**src/rtl/complete_arbiter.sv**
```systemverilog
// complete_arbiter
//   Complete-stage arbiter between the functional units and the CDB.
//   Each cycle it takes the FUs whose want_to_complete and packet valid are
//   both set, and grants up to CDB_W of them round-robin starting at rr_ptr.
//   Granted packets are registered onto the CDB slots. Losing FUs see
//   fu_stall and hold their packet.
//
// Ports
//   clock_i          system clock, rising edge
//   reset_i          asynchronous active-low reset
//   squash_i         synchronous flush: no grants, no stalls, CDB cleared
//   fu_want_i        want_to_complete per FU
//   fu_packet_in_i   completing packet per FU
//   fu_stall_o       combinational complete_stall per FU
//   cdb_packet_out_o registered CDB broadcast slots (slot 0 filled first)

package complete_arbiter_pkg;
  typedef struct packed {
    logic        valid;
    logic        halt;
    logic        if_take_branch;
    logic [31:0] target_pc;
    logic [5:0]  dest_pr;
    logic [31:0] dest_value;
    logic [4:0]  rob_entry;
  } fu_complete_packet_t;
endpackage

// One CDB slot register: loads the selected packet when granted, else zero.
module complete_arbiter_slot
  import complete_arbiter_pkg::*;
(
  input  logic                clock_i,
  input  logic                reset_i,
  input  logic                load_i,
  input  fu_complete_packet_t pkt_i,
  output fu_complete_packet_t pkt_o
);
  fu_complete_packet_t pkt_q, pkt_d;

  assign pkt_d = load_i ? pkt_i : '0;

  always_ff @(posedge clock_i or negedge reset_i) begin
    if (!reset_i) pkt_q <= '0;
    else          pkt_q <= pkt_d;
  end

  assign pkt_o = pkt_q;
endmodule

module complete_arbiter
  import complete_arbiter_pkg::*;
#(
  parameter int NUM_FU = 4,
  parameter int CDB_W  = 2
) (
  input  logic                                clock_i,
  input  logic                                reset_i,
  input  logic                                squash_i,
  input  logic                [NUM_FU-1:0]    fu_want_i,
  input  fu_complete_packet_t [NUM_FU-1:0]    fu_packet_in_i,
  output logic                [NUM_FU-1:0]    fu_stall_o,
  output fu_complete_packet_t [CDB_W-1:0]     cdb_packet_out_o
);
  localparam int PW = (NUM_FU > 1) ? $clog2(NUM_FU) : 1;
  localparam int RW = $clog2(NUM_FU + 1);

  logic [PW-1:0]              rr_ptr_q, rr_ptr_d;
  logic [NUM_FU-1:0]          req, grant;
  logic                       arb_en;
  logic [NUM_FU-1:0][PW-1:0]  rot_idx;   // FU index at scan position
  logic [NUM_FU-1:0]          rot_req;
  logic [NUM_FU-1:0][RW-1:0]  rot_rank;  // requesters ahead in scan order
  logic [CDB_W-1:0][PW-1:0]   slot_sel;
  logic [CDB_W-1:0]           slot_vld;
  fu_complete_packet_t [CDB_W-1:0] slot_pkt;

  // Nothing is granted while in reset or squashing, so no stall either.
  assign arb_en = reset_i & ~squash_i;

  always_comb begin
    for (int i = 0; i < NUM_FU; i++) req[i] = fu_want_i[i] & fu_packet_in_i[i].valid;
  end

  // Rotate the request vector so scan position 0 is rr_ptr, then rank each
  // requester by how many requesters precede it. Rank < CDB_W wins, and the
  // rank is also the slot it lands in.
  always_comb begin
    logic [RW-1:0] cnt;
    logic [PW-1:0] last;
    logic          any;
    cnt      = '0;
    last     = rr_ptr_q;
    any      = 1'b0;
    grant    = '0;
    rot_idx  = '0;
    rot_req  = '0;
    rot_rank = '0;
    for (int off = 0; off < NUM_FU; off++) begin
      rot_idx[off]  = PW'((int'(rr_ptr_q) + off) % NUM_FU);
      rot_req[off]  = req[rot_idx[off]] & arb_en;
      rot_rank[off] = cnt;
      if (rot_req[off]) cnt = cnt + RW'(1);
      if (rot_req[off] && rot_rank[off] < RW'(CDB_W)) begin
        grant[rot_idx[off]] = 1'b1;
        last                = rot_idx[off];
        any                 = 1'b1;
      end
    end
    rr_ptr_d = rr_ptr_q;
    if (any) rr_ptr_d = (last == PW'(NUM_FU - 1)) ? '0 : last + PW'(1);
  end

  always_comb begin
    slot_sel = '0;
    slot_vld = '0;
    for (int k = 0; k < CDB_W; k++) begin
      for (int off = 0; off < NUM_FU; off++) begin
        if (rot_req[off] && rot_rank[off] == RW'(k)) begin
          slot_sel[k] = rot_idx[off];
          slot_vld[k] = 1'b1;
        end
      end
      slot_pkt[k] = fu_packet_in_i[slot_sel[k]];
    end
  end

  assign fu_stall_o = req & ~grant & {NUM_FU{arb_en}};

  always_ff @(posedge clock_i or negedge reset_i) begin
    if (!reset_i) rr_ptr_q <= '0;
    else          rr_ptr_q <= rr_ptr_d;
  end

  for (genvar k = 0; k < CDB_W; k++) begin : g_slot
    complete_arbiter_slot u_slot (
      .clock_i (clock_i),
      .reset_i (reset_i),
      .load_i  (slot_vld[k]),
      .pkt_i   (slot_pkt[k]),
      .pkt_o   (cdb_packet_out_o[k])
    );
  end
endmodule

```
**config.mk**
```make
export PLATFORM = sky130hd
export DESIGN_NAME = complete_arbiter
export DESIGN_NICKNAME = d
export VERILOG_FILES = /design/src/rtl/complete_arbiter.sv
export SDC_FILE = /design/constraint.sdc
export NUM_CORES = 1
export LEC_CHECK = 0
export ABC_AREA = 1
export CAP_MARGIN = 40
export CELL_PAD_IN_SITES_DETAIL_PLACEMENT = 0
export CELL_PAD_IN_SITES_GLOBAL_PLACEMENT = 1
export CORE_ASPECT_RATIO = 1.1
export CORE_UTILIZATION = 26
export DETAILED_ROUTE_END_ITERATION = 12
export MAX_ROUTING_LAYER = met4
export PLACE_DENSITY_LB_ADDON = 0.1
export SLEW_MARGIN = 25
export SYNTH_ARGS = -nofsm -noshare
export SYNTH_HDL_FRONTEND = slang
export SYNTH_SLANG_ARGS = --single-unit
```
**constraint.sdc**
```tcl
create_clock -name clock_i -period 2.4 [get_ports clock_i]
set_input_delay 0.48 -clock clock_i [delete_from_list [all_inputs] [get_ports clock_i]]
set_output_delay 0.48 -clock clock_i [all_outputs]
set_load 0.02 [all_outputs]
```
After elaboration in Yosys (flattened, before gate mapping)
Cells that the tools add are included.
Word-level totals
  register bits: 158
  logic and storage cells: 120
  output and inout bits: 160
Operators by class
  reductions and logical operators: 16
  equal/unequal tests: 4
  $add $sub $neg: 6
  bitwise operators: 16
  magnitude comparators: 13
  multiplexer cells: 50
Operator list (number)
  $bmux 78 s2: 2
  $mux 78: 4
  $mux 2: 11
  $mux 1: 19
  $lt 2x3->1 const B: 6
  $mux 4: 4
  $logic_and 1x1->1: 13
  $or 4x4->4: 3
  $and 1x1->1: 9
  $eq 3x1->1 const B: 3
  $logic_not 3->1: 3
  $lt 3x2->1 const B: 3
  $and 4x4->4: 2
  $bmux 1 s2: 4
  $demux 1 s2: 4
  $ge 2x1->1 const B: 4
  $add 3x1->3 const B: 2
  $mux 3: 2
  $add 2x1->2 const B: 2
  $add 2x2->2 const B: 2
  $not 4->4: 1
  $eq 2x2->1 const B: 1
  $not 1->1: 1

Longest topological paths before layout
  depth in word-level cells: 15
  depth in mapped cells: 21
  mapped depth without buffers: 17

Cells and area by module
From an unflattened synthesis, not the netlist that was laid out.
Second synthesis, totals
  cell total of the unflattened synthesis: 2165
  area total of the unflattened synthesis: 12868.6 um2
Modules (own cells, without submodules)
  complete_arbiter: instances 1, area an instance 7653.6 um2, cells an instance 1679
  complete_arbiter_slot: instances 2, area an instance 2607.5 um2, cells an instance 243

Worst setup path before layout
No wires, ideal clock.
  path type: register to output
  from: register rr_ptr_q[1]
  to: output fu_stall_o[3]
  setup slack: -0.774 ns
  cell stages (with the launch flop): 11
  arrival time: 2.694 ns
  path through: dfrtp_1 inv_1 ha_1 inv_1 nand3_1 inv_1 nor2_2 nand2_4 nand3_2 nor2_1 a2111oi_0
On the way
  cells in the longest elaborated chain, start to end: 14
  elaborated cells on any way between the ends: 56
  classes of those cells: add/sub: 5; order compare: 11; mux: 23; bitwise: 10; reduce/logical: 7
RTL lines
  start: declaration: line 68  | logic [PW-1:0] rr_ptr_q, rr_ptr_d;
  start signal: assignment: line 132  | else rr_ptr_q <= rr_ptr_d;
  $bmux 1 s2 (tied with other cells): line 101  | rot_req[off] = req[rot_idx[off]] & arb_en;
  $mux 1 (implied by the code) (tied with other cells): line 101
  $and 1x1->1 (tied with other cells): line 101
  $mux 1 (tied with other cells): line 103  | if (rot_req[off]) cnt = cnt + RW'(1);
  $add 3x1->3 (tied with other cells): line 103
  $mux 3 (tied with other cells): line 103
  $add 3x1->3 (tied with other cells): line 103
  $mux 3 (tied with other cells): line 103
  $lt 3x2->1 or $mux 4 (tied branches): line 104  | if (rot_req[off] && rot_rank[off] < RW'(CDB_W)) begin
  $logic_and 1x1->1 or $or 4x4->4 (tied branches)
  $mux 4 (*): line 104
  $not 4->4 (*): line 128  | assign fu_stall_o = req & ~grant & {NUM_FU{arb_en}};
  $and 4x4->4 (*) (2 in series): line 128
  end: declaration: line 62  | output logic [NUM_FU-1:0] fu_stall_o,
Every way passes the cells marked *; elsewhere a longest branch is shown, timed or not. The select of a mux whose other input is x is not followed.

Final worst setup path
  from: register rr_ptr_q[0]
  to: output fu_stall_o[1]
The elaborated chain is that of the path after synthesis.

==> results by group <==
Floorplan
  • Die Ht: 220 um
  • Die ar.: 44000 sq um
  • Initial Util: 26.4%
  • Die X: 200 um
  • Core Rows: 79
  • Core ar.: 42400 sq um
  • Num ports: 479

Cells and area
  • Layout Utilization: 47.2%
  • Final nets: 2685
  • Final Non-Filler Cells: 2952
  • Layout Area Growth over Synthesis: 78.4%
  • # fillers: 4271
  • Layout cells sized above 1: 14.2%

Worst hold path
  • Worst min path class: in -> async

Routing
  • Routed Wire Length: 63.8 mm
  • Vias per cell: 4.96
  • Drt pass-1 iters: 5
  • Post-route DRC: 0
  • Vias: 14649
  • Initial DRC Count: 1060
  • Routed Antenna Nets: 0
  • Avg WL per Cell: 21.6 um

Setup path
  • Worst-path cell chain: inv_8 > nand3_1 > nand2_1 > nor2_1 > nor2_4 > inv_1 > a21oi_2 > a21oi_1 > o21ai_1 > nor3_2 > buf_4
  • WP data arrival: 2360 ps
  • Crit start category: flip-flop
  • Reg2Reg Depth: 15
  • Worst Path Required: 1920 ps
  • Crit path max fanout: 6
  • Worst Setup Path Type: reg -> out
  • Crit end category: primary output
  • Crit path largest cell delay: 500 ps
  • Worst path slowest cell: dfrtp_2

STA
  • Final setup TNS: -33640 ps
  • Final min period: 2840 ps
  • Worst rel slew slack: 57.6%
  • Fin worst setup slack: -436 ps
  • Slew Limit Fails: 0
  • Unrepaired setup endpoints after global routing: true
  • Clock skew: 14.0 ps
  • Setup violators final: 159
  • Max Clock Freq: 0.353 GHz
  • Hold slack final: 143 ps
  • Final Hold Vio Count: 0
  • Crit share post-route: 118%
  • Slew @ Worst Pin: 636 ps

Synthesis
  • Synth warnings: 0
  • Number of synthesized register bits: 158
  • Synth Instances: 1809
  • Seq/Total Area, Yosys: 35.3%
  • Distinct cells, synth: 32
  • Mapped cell area: 11200 sq um
  • Syn nets: 2136
  • Post-Syn Area per Cell: 6.20 sq um

Clock network
  • Clock tree buffer depth: 2
  • TritonCTS sink count: 158
  • Clk Latency, worst-skew pair: 480 ps
  • Hold Buf Count CTS: 0
  • CTS Buf Count: 17
  • CTS tree: done
  • CTS root buf: clkbuf_16
  • CTS H-tree lvls: 4
  • Worst-path clk slew: 70 ps

Placed design
  • Placed cell count: 2855
  • Port Buf Inserts: 478
  • Global placement routability congestion: 0.892
  • DP Wirelength: 40.2 mm

Global route
  • Pin count of the biggest net entering global routing: 64
  • First-pass GRT wire length: 87.3 mm
  • Initial antenna violation count: 13
  • Vias in the first global route: 14100
  • GRT Overall Usage: 27.7%
  • Gr ovfl total: 0

Power and ir drop
  • Power, Total: 25.7 mW
  • Peak supply drop: 0.000683 V
  • PD cells: 1290 nW/um^2
  • P_leak: 9.66 nW

Run status
  • Status: finished, violations left
  • Failing checks: negative setup slack

Job
  • Max cap viols: 0
-- cell usage in the layout (no fill, tap or decap), drive strengths merged, types with 4 or more instances in the layout --
| cell type | count |
|---|---|
| nand3 | 404 |
| clkbuf | 40 |
| nand2 | 425 |
| nor2 | 312 |
| clkdlybuf4s50 | 473 |
| inv | 176 |
| ha | 8 |
| nor3 | 4 |
| clkinv | 7 |
| diode | 15 |
| a21oi | 84 |
| dfrtp | 158 |
| o21ai | 90 |
| buf | 176 |
-- worst paths after layout --
kind                                   startpoint                    endpoint  slack [ps]
min in group clock_i            fu_packet_in_i[8]   g_slot[1].u_slot.pkt_o[8]         670
worst min register to register        rr_ptr_q[1]                 rr_ptr_q[1]         840
worst max register to register        rr_ptr_q[0]  g_slot[1].u_slot.pkt_o[70]        -380
worst max-delay path                  rr_ptr_q[0]               fu_stall_o[1]        -440
max in group asynchronous                 reset_i   g_slot[0].u_slot.pkt_o[4]        1140
worst min-delay path                      reset_i  g_slot[0].u_slot.pkt_o[17]         140
-- power by group --
group          switching [mW]  leakage (nW)  internal [mW]  total, mW
combinational            11.0          7.25           8.42       19.4
clock                    1.25         0.270           1.49       2.75
sequential              0.281          2.14           3.30       3.58
total                    12.5          9.66           13.2       25.7
-- cell families (layout without fill, tap and decap cells) --
kind of cell / after synthesis / count (layout) / share of synthesized area (%)
other cells: 0 / 15 / 0
compound gates: 180 / 180 / 8.28
flops: 158 / 158 / 35.3
fa+ha+maj: 8 / 8 / 0.893
xor+xnor: 1 / 1 / 0.0781
buf+inv: 317 / 875 / 11.8
simple gates: 1145 / 1148 / 43.7
-- synth_stat cells, drive strengths merged --
cell / number / area, sq um
nand2: 422 / 1600
nand3: 404 / 2040
nor2: 312 / 1200
inv: 177 / 669
dfrtp: 158 / 3950
o21ai: 90 / 454
a21oi: 84 / 420
clkbuf: 72 / 270
buf: 68 / 380
ha: 8 / 100
nor3: 4 / 31.3
nand3b: 2 / 15.0
o211ai: 2 / 20.0
a2111oi: 1 / 8.76
a21boi: 1 / 7.51
nand2b: 1 / 8.76
o21bai: 1 / 11.3
o22ai: 1 / 6.26
xor2: 1 / 8.76
-- per-stage QoR --
stage / worst slack, ps / area, sq um
finish: -436 / 20000
global route: -554 / 20000
CTS: -433 / 19000
detailed placement: -942 / 17900
global placement: -914 / 17900
floorplan: -56.6 / 11300
-- sequential cells by signal (all words and copies together), names as in the netlist --
register             count
g_slot.u_slot.pkt_o    156
rr_ptr_q                 2
-- cell type report --
class	instances	area, sq um	share of cell area, %
Inverter	177	708	3.54
Timing Repair Buffer	666	7600	38.0
Sequential cell	158	3960	19.8
Clock buffer	24	482	2.41
Timing Repair inverter	1	16.3	0.0813
Multi-Input combinational cell	1337	6430	32.1
Tap cell	567	709	3.55
Antenna cell	15	37.5	0.188
Clock inverter	7	62.6	0.313
-- worst max-delay path: cells and delay by family (launching register included) --
kind                   cells  cell delay (ps)
AO/OA/AOI/OAI              3              480
buffers and inverters      3              360
flip-flops                 1              500
AND/OR/NAND/NOR            5              520
-- repair_timing --
item / in CTS / in global routing
resized for setup: 75 / 145
cloned: 13 / 24
pin swaps: 6 / 33
setup endpoints to repair: 160 / 160
setup buffers: 9 / 6
-- per-layer routing --
layer,global-route usage [%],wire (um),up-vias
met5,-,0,-
met4,12.1,2280,0
met3,5.57,5380,118
met2,44.1,30100,697
met1,34.0,26100,6940
li1,-,-,6894
(Power assumes the default switching activity.)
